<file path="src/rtl/instr_fetch.sv">
// Instruction fetch: 2-entry {pc, instr} FIFO over a fixed 1-cycle-latency instruction memory.
// Optional IFETCH_BYPASS_EN forwards a response straight to if_* when the FIFO is empty.
module instr_fetch #(
   parameter logic [31:0] RESET_PC  = 32'h0000_0000,
   parameter logic [31:0] NOP_INSTR = 32'h0000_0013
) (
   input  logic        clk,
   input  logic        reset,
   output logic [31:0] imem_addr,
   input  logic [31:0] imem_data,
   input  logic        imem_valid,
   input  logic        redirect_valid,
   input  logic [31:0] redirect_pc,
   output logic        if_valid,
   output logic [31:0] if_instr,
   output logic [31:0] if_pc,
   input  logic        if_ready
);
   localparam logic [0:0] ST_BOOT = 1'b0;
   localparam logic [0:0] ST_RUN  = 1'b1;

   logic [0:0]  state_q, state_d;
   logic [31:0] fetch_pc_q, fetch_pc_d;
   logic        out_valid_q, out_valid_d;
   logic [31:0] out_pc_q, out_pc_d;
   logic        out_epoch_q, out_epoch_d;
   logic        epoch_q, epoch_d;
   logic [1:0]  count_q, count_d;
   logic [31:0] pc0_q, pc0_d, pc1_q, pc1_d;
   logic [31:0] ins0_q, ins0_d, ins1_q, ins1_d;

   logic        run, redirect, resp_hit, resp_fail;
   logic        bypass, pop, fifo_pop, push, issue;
   logic [2:0]  demand;

   assign run       = (state_q == ST_RUN);
   assign redirect  = run & redirect_valid;
   assign resp_hit  = out_valid_q & (out_epoch_q == epoch_q) & imem_valid;
   assign resp_fail = out_valid_q & (out_epoch_q == epoch_q) & ~imem_valid;

`ifdef IFETCH_BYPASS_EN
   assign bypass = resp_hit & (count_q == 2'd0);
`else
   assign bypass = 1'b0;
`endif

   always_comb begin
      if_valid = 1'b0;
      if_instr = NOP_INSTR;
      if_pc    = '0;
      if (count_q != 2'd0) begin
         if_valid = 1'b1;
         if_instr = ins0_q;
         if_pc    = pc0_q;
      end else if (bypass) begin
         if_valid = 1'b1;
         if_instr = imem_data;
         if_pc    = out_pc_q;
      end
   end

   assign pop      = if_valid & if_ready;
   assign fifo_pop = pop & (count_q != 2'd0);
   // A bypassed word that decode takes this cycle must not also land in the FIFO.
   assign push     = resp_hit & ~redirect & ~(bypass & if_ready);
   assign demand   = {1'b0, count_q} + {2'b00, out_valid_q} - {2'b00, pop};
   assign issue    = run & ~redirect & ~resp_fail & (demand < 3'd2);
   assign imem_addr = fetch_pc_q;

   always_comb begin
      state_d     = ST_RUN;
      fetch_pc_d  = fetch_pc_q;
      out_valid_d = 1'b0;
      out_pc_d    = out_pc_q;
      out_epoch_d = out_epoch_q;
      epoch_d     = epoch_q;
      if (redirect) begin
         epoch_d    = ~epoch_q;
         fetch_pc_d = redirect_pc;
      end else if (resp_fail) begin
         fetch_pc_d = out_pc_q;
      end else if (issue) begin
         fetch_pc_d  = fetch_pc_q + 32'd4;
         out_valid_d = 1'b1;
         out_pc_d    = fetch_pc_q;
         out_epoch_d = epoch_q;
      end
   end

   always_comb begin
      count_d = count_q;
      pc0_d   = pc0_q;
      pc1_d   = pc1_q;
      ins0_d  = ins0_q;
      ins1_d  = ins1_q;
      if (redirect) begin
         count_d = 2'd0;
      end else begin
         case ({push, fifo_pop})
            2'b01: begin
               pc0_d   = pc1_q;
               ins0_d  = ins1_q;
               count_d = count_q - 2'd1;
            end
            2'b10: begin
               if (count_q == 2'd0) begin
                  pc0_d  = out_pc_q;
                  ins0_d = imem_data;
               end else begin
                  pc1_d  = out_pc_q;
                  ins1_d = imem_data;
               end
               count_d = count_q + 2'd1;
            end
            2'b11: begin
               if (count_q == 2'd1) begin
                  pc0_d  = out_pc_q;
                  ins0_d = imem_data;
               end else begin
                  pc0_d  = pc1_q;
                  ins0_d = ins1_q;
                  pc1_d  = out_pc_q;
                  ins1_d = imem_data;
               end
            end
            default: ;
         endcase
      end
   end

   always_ff @(posedge clk or negedge reset) begin
      if (!reset) begin
         state_q     <= ST_BOOT;
         fetch_pc_q  <= RESET_PC;
         out_valid_q <= 1'b0;
         out_pc_q    <= '0;
         out_epoch_q <= 1'b0;
         epoch_q     <= 1'b0;
         count_q     <= 2'd0;
         pc0_q       <= '0;
         pc1_q       <= '0;
         ins0_q      <= '0;
         ins1_q      <= '0;
      end else begin
         state_q     <= state_d;
         fetch_pc_q  <= fetch_pc_d;
         out_valid_q <= out_valid_d;
         out_pc_q    <= out_pc_d;
         out_epoch_q <= out_epoch_d;
         epoch_q     <= epoch_d;
         count_q     <= count_d;
         pc0_q       <= pc0_d;
         pc1_q       <= pc1_d;
         ins0_q      <= ins0_d;
         ins1_q      <= ins1_d;
      end
   end
endmodule

</file>
<file path="config.mk">
export PLATFORM = sky130hd
export DESIGN_NAME = instr_fetch
export DESIGN_NICKNAME = d
export VERILOG_FILES = /design/src/rtl/instr_fetch.sv
export SDC_FILE = /design/constraint.sdc
export NUM_CORES = 1
export LEC_CHECK = 0
export ABC_AREA = 1
export CORE_MARGIN = 10
export CORE_UTILIZATION = 35
export CTS_CLUSTER_DIAMETER = 80
export DETAILED_ROUTE_END_ITERATION = 10
export PLACE_DENSITY = 0.57
export SETUP_SLACK_MARGIN = 0.1
export SYNTH_ARGS = -nofsm -noshare
export SYNTH_HDL_FRONTEND = slang
export SYNTH_SLANG_ARGS = --single-unit
</file>
<file path="constraint.sdc">
create_clock -name clk -period 5.1 [get_ports clk]
set_clock_uncertainty 0.15 [all_clocks]
set_input_delay 1.53 -clock clk [delete_from_list [all_inputs] [get_ports clk]]
set_output_delay 1.53 -clock clk [all_outputs]
set_load 0.005 [all_outputs]
</file>
==> results.toml, run 1 <==
[setup_path]
cp-end-kind = "register"
crit_path_start_kind = "input port"
crit_type = "input port to register"
cp.required_ns = 5.32
critPathArrivalTime_ns = 4.44
cp_max_fo = 24

[power]
p_leak_nw = 6.68
power_density_nw_per_um2 = 507
vdd_drop_max_mv = 0.227
power.total_mw = 6.62

[clock_tree]
clk_transition_reported_paths_ns = 0.07
postCtsSetupRepairBufs = 0
cts_buffers = 17
htreeDepth = 4
cts_tree = "done"
cts_sinks = 198
cts-root-buf = "clkbuf_16"
cts_resized = 0
clk_path_buf_depth = 2
clk_latency_ns = 0.43
holdBufCountCts = 0

[die]
coreArea_um2 = 29700
ioPinCount = 166
die_area_um2 = 37500
std_cell_rows = 63
die_h_um = 194
initial_core_util_pct = 35.5
die_x_um = 194

[routing]
dr_total_vias = 9376
ant_nets = 0
wire_per_inst_um = 14.8
wl_um = 29800
viasPerCell = 4.66
first_pass_iters = 6
drc = 0
detail_route.iter0.violations = 750

[layout]
final_cell_mix = "nand2_1 (516), inv_1 (202), dfrtp_1 (198)"
antenna_cells = 0
finalNonFillerCells = 2013
fin_nets = 1684
drive_gt1_share_pct = 5.30
area_growth_pct = 23.9
fillers = 3037
final_common_cell = "nand2_1"
fin_util_pct = 43.9
design_area_um2 = 13100

[global_routing]
grt_pass1_vias = 8949
grt_pass1_wl_um = 49600
grt_antenna_before_repair = 0
grt_start_max_net_pins = 80
grt_usage_pct = 15.9
overflow = 0

[min_path]
hold_class = "register to register"

[placement]
portBuffers = 165
place.gp.congestion = 0.824
dp.cells = 1981
dp_slack_ns = 0.444
dpl.hpwl_um = 20300
place_area_um2 = 12500

[synth]
ys_warn_count = 0
synthCells = 1491
netlist_area_um2 = 10500
synth_edf_count = 0
ys_seq_elements = 198
avgSynthCellArea_um2 = 7.07
synthArstFlopShare_pct = 100
synth_cell_types = 30
synth_ff_type = "dfrtp_1"
synth.yosys.seq_area_share_pct = 47.0
syn_nets = 1565

[timing]
slew_headroom_pct = 37.8
tightest_slew_ns = 0.932
hold_viol = 0
slew_viol_final = 0
tns_ns = 0
final-setup-viol-count = 0
rsz0062_at_grt = "false"
period_minus_slack_ns = 4.22
fmax_mhz = 237
setup_ws_ns = 0.881
post-route-period-util_pct = 82.7
holdWs_ns = 0.320

[job]
cap_viol_max_count = 0

[outcome]
status = "completed"
layer usage:
| metal | vias up | track usage, % | part of all wire [%] |
|---|---|---|---|
| met4 | 0 | 3.03 | 0.89 |
| met1 | 4314 | 23.0 | 51 |
| met2 | 222 | 23.4 | 42 |
| li1 | 4823 | - | - |
| met3 | 17 | 3.96 | 6.0 |
| met5 | - | 0 | 0 |
path summary, 6_finish.rpt:
| kind | slack (ns) | startpoint | depth (start not counted) | end |
|---|---|---|---|---|
| hold reg to reg | 0.32 | pc1_q[15]$_DFFE_PN0P_ | 2 | pc1_q[15]$_DFFE_PN0P_ |
| setup / recovery | 0.88 | if_ready | 14 | imem_addr[24]$_DFFE_PN0P_ |
| hold / removal | 0.32 | pc1_q[15]$_DFFE_PN0P_ | 2 | pc1_q[15]$_DFFE_PN0P_ |
| min in group asynchronous | 0.94 | reset | 1 | ins1_q[16]$_DFFE_PN0P_ |
| setup reg to reg | 1.27 | count_q[1]$_DFFE_PN0P_ | 15 | imem_addr[24]$_DFFE_PN0P_ |
| max in group asynchronous | 2.96 | reset | 2 | imem_addr[18]$_DFFE_PN0P_ |
area by class of cell:
| cell class | count | area [µm²] | area share (%) |
|---|---|---|---|
| clock buffers | 22 | 454 | 3.48 |
| clock inverters | 10 | 100 | 0.767 |
| inverters | 206 | 773 | 5.92 |
| multi-input cells | 1005 | 4440 | 34.0 |
| flip-flops and latches | 198 | 4950 | 37.9 |
| well taps | 390 | 488 | 3.74 |
| repair buffers | 182 | 1850 | 14.1 |
cells by family (layout without fill, tap and decap cells):
| logic type | Yosys count | after routing | synth area share (%) |
|---|---|---|---|
| other cells | 1 | 1 | 0.0356 |
| simple gates | 864 | 864 | 33.5 |
| buf+inv | 288 | 420 | 11.2 |
| compound gates | 125 | 125 | 6.84 |
| flops | 198 | 198 | 47.0 |
| xor+xnor | 10 | 10 | 0.831 |
| fa+ha+maj | 5 | 5 | 0.665 |
where the power goes:
group	total [mW]	switching, mW	internal (mW)
registers	2.64	0.483	2.15
logic	2.69	1.51	1.18
clock network	1.30	0.606	0.690
total	6.62	2.59	4.03
critical path, stage by stage:
cell and delay [ns]:
clkdlybuf4s50_1 0.52, inv_1 0.06, nor2_1 0.24, ha_1 0.29, inv_1 0.05, nand2_1 0.05, fa_1 0.38, xor2_1 0.13
nand2b_1 0.16, inv_1 0.07, nand2_2 0.39, buf_4 0.32, nand3_1 0.11, nand2_1 0.12
synthesized netlist by cell type, types with 4 or more instances:
library cell,instances,area (µm²)
nor2_1,159,597
clkbuf_1,31,116
nand2_1,517,1940
nand3_1,152,761
o21ai_0,48,240
xnor2_1,5,43.8
inv_1,203,762
a21oi_1,7,35.0
or2_2,21,131
ha_1,4,50.1
o22ai_1,61,382
buf_2,37,185
o211ai_1,5,37.5
nor2_2,7,43.8
dfrtp_1,198,4950
buf_4,13,97.6
xor2_1,5,43.8
registers in the layout, summed over array words and instances, names as in the netlist:
name and count:
run 1, out_valid_q 1, pc0_q 32, pc1_q 32, ins1_q 32, count_q 2
out_epoch_q 1, ins0_q 32, epoch_q 1, imem_addr 32, out_pc_q 32
(Power assumes the default switching activity.)
==> inputs of run 2 (changes only) <==
--- a/config.mk
+++ b/config.mk
@@ -10,7 +10,7 @@
 export CORE_UTILIZATION = 35
 export CTS_CLUSTER_DIAMETER = 80
 export DETAILED_ROUTE_END_ITERATION = 10
-export PLACE_DENSITY = 0.57
+export PLACE_DENSITY = 0.59
 export SETUP_SLACK_MARGIN = 0.1
 export SYNTH_ARGS = -nofsm -noshare
 export SYNTH_HDL_FRONTEND = slang
==> constraint.sdc (replaced) <==
create_clock -name clk -period 3.65 [get_ports clk]
set_clock_uncertainty 0.15 [all_clocks]
set_input_delay 1.095 -clock clk [delete_from_list [all_inputs] [get_ports clk]]
set_output_delay 1.095 -clock clk [all_outputs]
set_load 0.005 [all_outputs]
==> run 2 against run 1 <==
Net effect: utilization increased by 0.72 points; critical path depth decreased by 9; final cell count increased by 0.45%; die area unchanged; sequential cell count unchanged; global-route usage decreased by 0.39 points; register-to-register slack got worse by 0.62 ns.
==> results.toml, run 2 (same netlist as run 1, synthesis figures left out) <==
[setup_path]
cpMaxStageDelayCell = "clkdlybuf4s50_1"
endpoint = "if_instr[1]"
crit_path_start_kind = "register"
crit_cells = 5
cp_max_fo = 43
cp.required_ns = 2.40
path_cells = "inv_1, ha_2, buf_12, or2_2, clkdlybuf4s50_1"
cp-end-kind = "output port"
r2r_setup_slack_ns = 0.65
slowest_delay_ns = 0.45
path_delay_family = "buffers and inverters"
crit_start = "count_q[1]$_DFFE_PN0P_"
crit_type = "register to output port"
r2r-end = "out_pc_q[19]$_DFFE_PN0P_"
crit_buf_inv = 3
reg2reg_depth = 16
r2r-start = "count_q[1]$_DFFE_PN0P_"
critPathArrivalTime_ns = 2.11

[clock_tree]
postCtsSetupRepairBufs = 0
cts_buffers = 17
clk_transition_reported_paths_ns = 0.07
clk_latency_ns = 0.44
clk_path_buf_depth = 2
cts_resized = 0
cts_tree = "done"
htreeDepth = 4
cts_sinks = 198
cts-root-buf = "clkbuf_16"
holdBufCountCts = 0

[power]
p_leak_nw = 6.79
power_density_nw_per_um2 = 717
power.total_mw = 9.52
vdd_drop_max_mv = 0.355

[timing]
period_minus_slack_ns = 3.35
rsz0062_at_grt = "false"
slew_headroom_pct = 48.0
slew_viol_final = 0
tightest_slew_ns = 0.780
holdWs_ns = 0.319
tns_ns = 0
final-setup-viol-count = 0
fmax_mhz = 298
post-route-period-util_pct = 91.9
hold_viol = 0

[outcome]
status = "completed"

[layout]
finalNonFillerCells = 2022
fin_util_pct = 44.7
seq_area_um2 = 4950
multi_input_area_um2 = 4440
final_cell_mix = "nand2_1 (516), inv_1 (202), dfrtp_1 (198)"
fin_nets = 1694
area_growth_pct = 25.9
antenna_cells = 0
final_common_cell = "nand2_1"
drive_gt1_share_pct = 6.00
fillers = 3004

[die]
die_area_um2 = 37500
std_cell_rows = 63
initial_core_util_pct = 35.5
die_h_um = 194
coreArea_um2 = 29700
die_x_um = 194
ioPinCount = 166

[min_path]
hp-start = "pc1_q[2]$_DFFE_PN0P_"
hold_class = "register to register"
min_path_cells = 2

[global_routing]
grt_start_max_net_pins = 86
use_met1_pct = 22.5
overflow = 0
grt_antenna_before_repair = 0
top_usage_layer = "met2"
use_met3_pct = 3.51
grt_pass1_wl_um = 48600
grt_pass1_vias = 8888
gr-usage-met2_pct = 22.7
grt_usage_pct = 15.5

[routing]
wire_per_inst_um = 14.5
dr_total_vias = 9475
wl_um = 29400
detail_route.iter0.violations = 898
ant_nets = 0
viasPerCell = 4.69
first_pass_iters = 5
drc = 0

[job]
cap_viol_max_count = 0

[placement]
place.gp.congestion = 0.844
dp.cells = 1991
dpl.hpwl_um = 20500
portBuffers = 165
==> run 2: cell types whose count changed in the layout (fill, tap and decap cells not counted), sizes merged <==
cell,before,now
buf,17,27
clkinv,4,3
clkinvlp,4,3
bufinv,1,4
clkbuf,23,21
==> run 2: stage by stage <==
step | area [µm²] | setup slack (ns)
5_1_grt | 13300 | 0.162
2_1_floorplan | 10500 | 0.486
4_1_cts | 13300 | 0.257
6_report | 13300 | 0.295
3_5_place_dp | 12600 | -0.0239
3_3_place_gp | 12600 | 0.00449
==> run 2: worst min path at each step <==
stage | slack (ns) | to
after floorplan | 0.29 | ins0_q[0]$_DFFE_PN0P_
after global placement | 0.30 | ins1_q[16]$_DFFE_PN0P_
after detailed placement | 0.31 | pc1_q[1]$_DFFE_PN0P_
after CTS | 0.32 | ins1_q[10]$_DFFE_PN0P_
after global routing | 0.34 | pc1_q[5]$_DFFE_PN0P_
final | 0.32 | pc1_q[2]$_DFFE_PN0P_
==> run 2: layout make-up <==
type / count / share of cell area (%)
flip-flops and latches: 198 / 37.3
multi-input cells: 1005 / 33.5
repair buffers: 192 / 14.9
inverters: 206 / 5.83
well taps: 390 / 3.68
clock buffers: 20 / 3.44
clock inverters: 11 / 1.31
==> run 2: report_power, final <==
| group | internal (mW) | leakage (nW) | total (mW) | switching, mW |
|---|---|---|---|---|
| Combinational | 1.71 | 3.87 | 3.80 | 2.09 |
| Clock | 1.18 | 0.299 | 2.03 | 0.843 |
| Sequential | 3.01 | 2.63 | 3.69 | 0.677 |
==> run 2: worst register-to-register path, stage by stage (launching register included) <==
cell and delay, ns:
dfrtp_1 0.42, inv_1 0.11, ha_2 0.21, buf_12 0.21, nor2_1 0.10, ha_1 0.28
inv_1 0.06, nand2_1 0.06, fa_1 0.48, nand2_1 0.05, nor2_1 0.08, nand2b_1 0.10
inv_1 0.08, nand2_2 0.11, buf_12 0.21, nand2_1 0.09, o21ai_0 0.08
==> run 2: layer usage <==
layer  part of all wire, %  wire (µm)  vias up
met4                  0.83        244        0
met3                   5.3       1570       24
li1                      -          -     4841
met5                     0          0        -
met2                    43      12600      258
met1                    51      15000     4352
==> inputs of run 3 (changes only) <==
--- a/config.mk
+++ b/config.mk
@@ -6,6 +6,7 @@
 export NUM_CORES = 1
 export LEC_CHECK = 0
 export ABC_AREA = 1
+export CAP_MARGIN = 10
 export CORE_MARGIN = 10
 export CORE_UTILIZATION = 35
 export CTS_CLUSTER_DIAMETER = 80
==> results of run 3 <==
Final layout, timing and power as in run 2 (identical DEF).
==> variant, RTL diff (settings of run 2) <==
`NOP_INSTR`: 32'h0000_0013 -> 32'h00000009.
--- a/src/rtl/instr_fetch.sv
+++ b/src/rtl/instr_fetch.sv
@@ -4,3 +4,3 @@
    parameter logic [31:0] RESET_PC  = 32'h0000_0000,
-   parameter logic [31:0] NOP_INSTR = 32'h0000_0013
+   parameter logic [31:0] NOP_INSTR = 32'h00000009
 ) (
Formal check against the unedited RTL: not equivalent (a bounded check fails within 4 cycles, from zero or initial values and one cycle with reset low).
==> variant against run 2 <==
- worst setup slack got worse by 58 ps
- global-route usage grew 0.38 points
- via count is 0.71% lower
- total power decreased by 1.3%
- combinational power hardly changed
- area after synthesis about the same
- final area down 0.40%
- routed wire length rose by 1.4%
- worst hold slack improved by 3.2 ps
- sequential cell count is the same
- critical endpoint is now if_instr[3]
- highest routed layer unchanged
==> variant: results (changes against run 2) <==
status finished, final reports clean; syn_nets 1566 (+0.064%); top cells by count, synth nand2_1, inv_1, dfrtp_1, nor2_1, nand3_1; routability cong. 0.823 (-2.5%); DR WL/cell 14.7 µm (+1.4%); fraction of layout cells with a size suffix above 1 0.0594 (-0.000613); Data buffer area share 0.148 (-0.00149); Non-CTS inverters 207 (+0.49%); dpl cell area 0.0126 mm² (-0.22%); GRT Overall Usage 0.159 (+0.00377); P_leak 6.77 nW (-0.39%); via count of the first global-routing pass 9151 (+3.0%); multi-input logic area 0.00444 mm² (about the same); Post-DP HPWL 20600 µm (+0.79%); CP Max Fanout 67 (+56%); Clock buf/inv share 0.0458 (-0.00170); number of fill cells 2985 (-0.63%); count of plain and timing-repair buffers 190 (-1.0%); worst vdd ir 0.330 mV (-7.1%); Max-Slew Margin vs Limit 0.464 (-0.0158); via count 9408 (-0.71%); Setup crit end if_instr[3]; FF-to-FF path depth 17 (+1); largest net degree at the start of global routing 79 (-8.1%); first-pass GRT wire length 49800 µm (+2.4%); CP max stage delay 500 ps (+50 ps); Layout Nets 1693 (-0.059%); Area contributors post-synth dfrtp_1, nand2_1, inv_1; r2r setup slk 510 ps (-140 ps); CTS clock-pin slew for the worst setup and hold paths 80 ps; r2r endpoint out_pc_q[8]
-- variant: worst min path at each step --
stage / slack [ps] / endpoint / startpoint / depth (start not counted)
3_5_place_dp: 310 / ins1_q[9] / ins1_q[9] / 2
4_1_cts: 330 / pc1_q[0] / pc1_q[0] / 2
6_report: 320 / ins1_q[0] / ins1_q[0] / 2
2_1_floorplan: 290 / ins0_q[0] / ins0_q[0] / 2
5_1_grt: 340 / pc1_q[8] / pc1_q[8] / 2
3_3_place_gp: 300 / ins1_q[20] / ins1_q[20] / 2
-- variant: report_power, final --
part	total (mW)	internal, mW	switching, mW
Sequential	3.69	3.01	0.686
Clock	1.91	0.933	0.978
Combinational	3.79	1.68	2.11
-- variant: cell families (layout without fill, tap and decap cells) --
logic type	count (synthesis)	in the layout	synth area share
AOI/OAI and AO/OA	125	125	0.0682
xor gates and xnor gates	10	10	0.00831
buffers and inverters	289	429	0.112
other	1	1	0.000356
DFF	198	198	0.470
and+or+nand+nor	864	864	0.334
adders and majority gates	5	5	0.00665
-- variant: through the flow --
stage,utilization,hold WS [ps],setup WS (ps),cells,TNS [ps]
floorplan,-,291,486,1492,0
global placement,0.424,302,-2.44,1990,-3.36
detailed placement,0.424,308,-59.1,1990,-1140
CTS,0.445,325,207,2022,0
global route,0.445,337,123,2022,0
finish,0.445,322,237,2022,0
-- variant: worst reg2reg max path: cells and delay by family, from the launching register on --
kind,cells,cell delay (ps)
flip-flops,1,430
adder cells (fa/ha/maj),3,960
AND/OR/NAND/NOR,8,660
buffers and inverters,6,900
-- variant: layer usage --
metal  up-vias  share of wire  routed length (µm)  GRT usage
met3        15          0.057                1710     0.0384
met5         -              0                   0          0
met2       232           0.44               13200      0.241
met1      4313           0.49               14700      0.223
li1       4848              -                   -          -
met4         0         0.0068                 204     0.0332
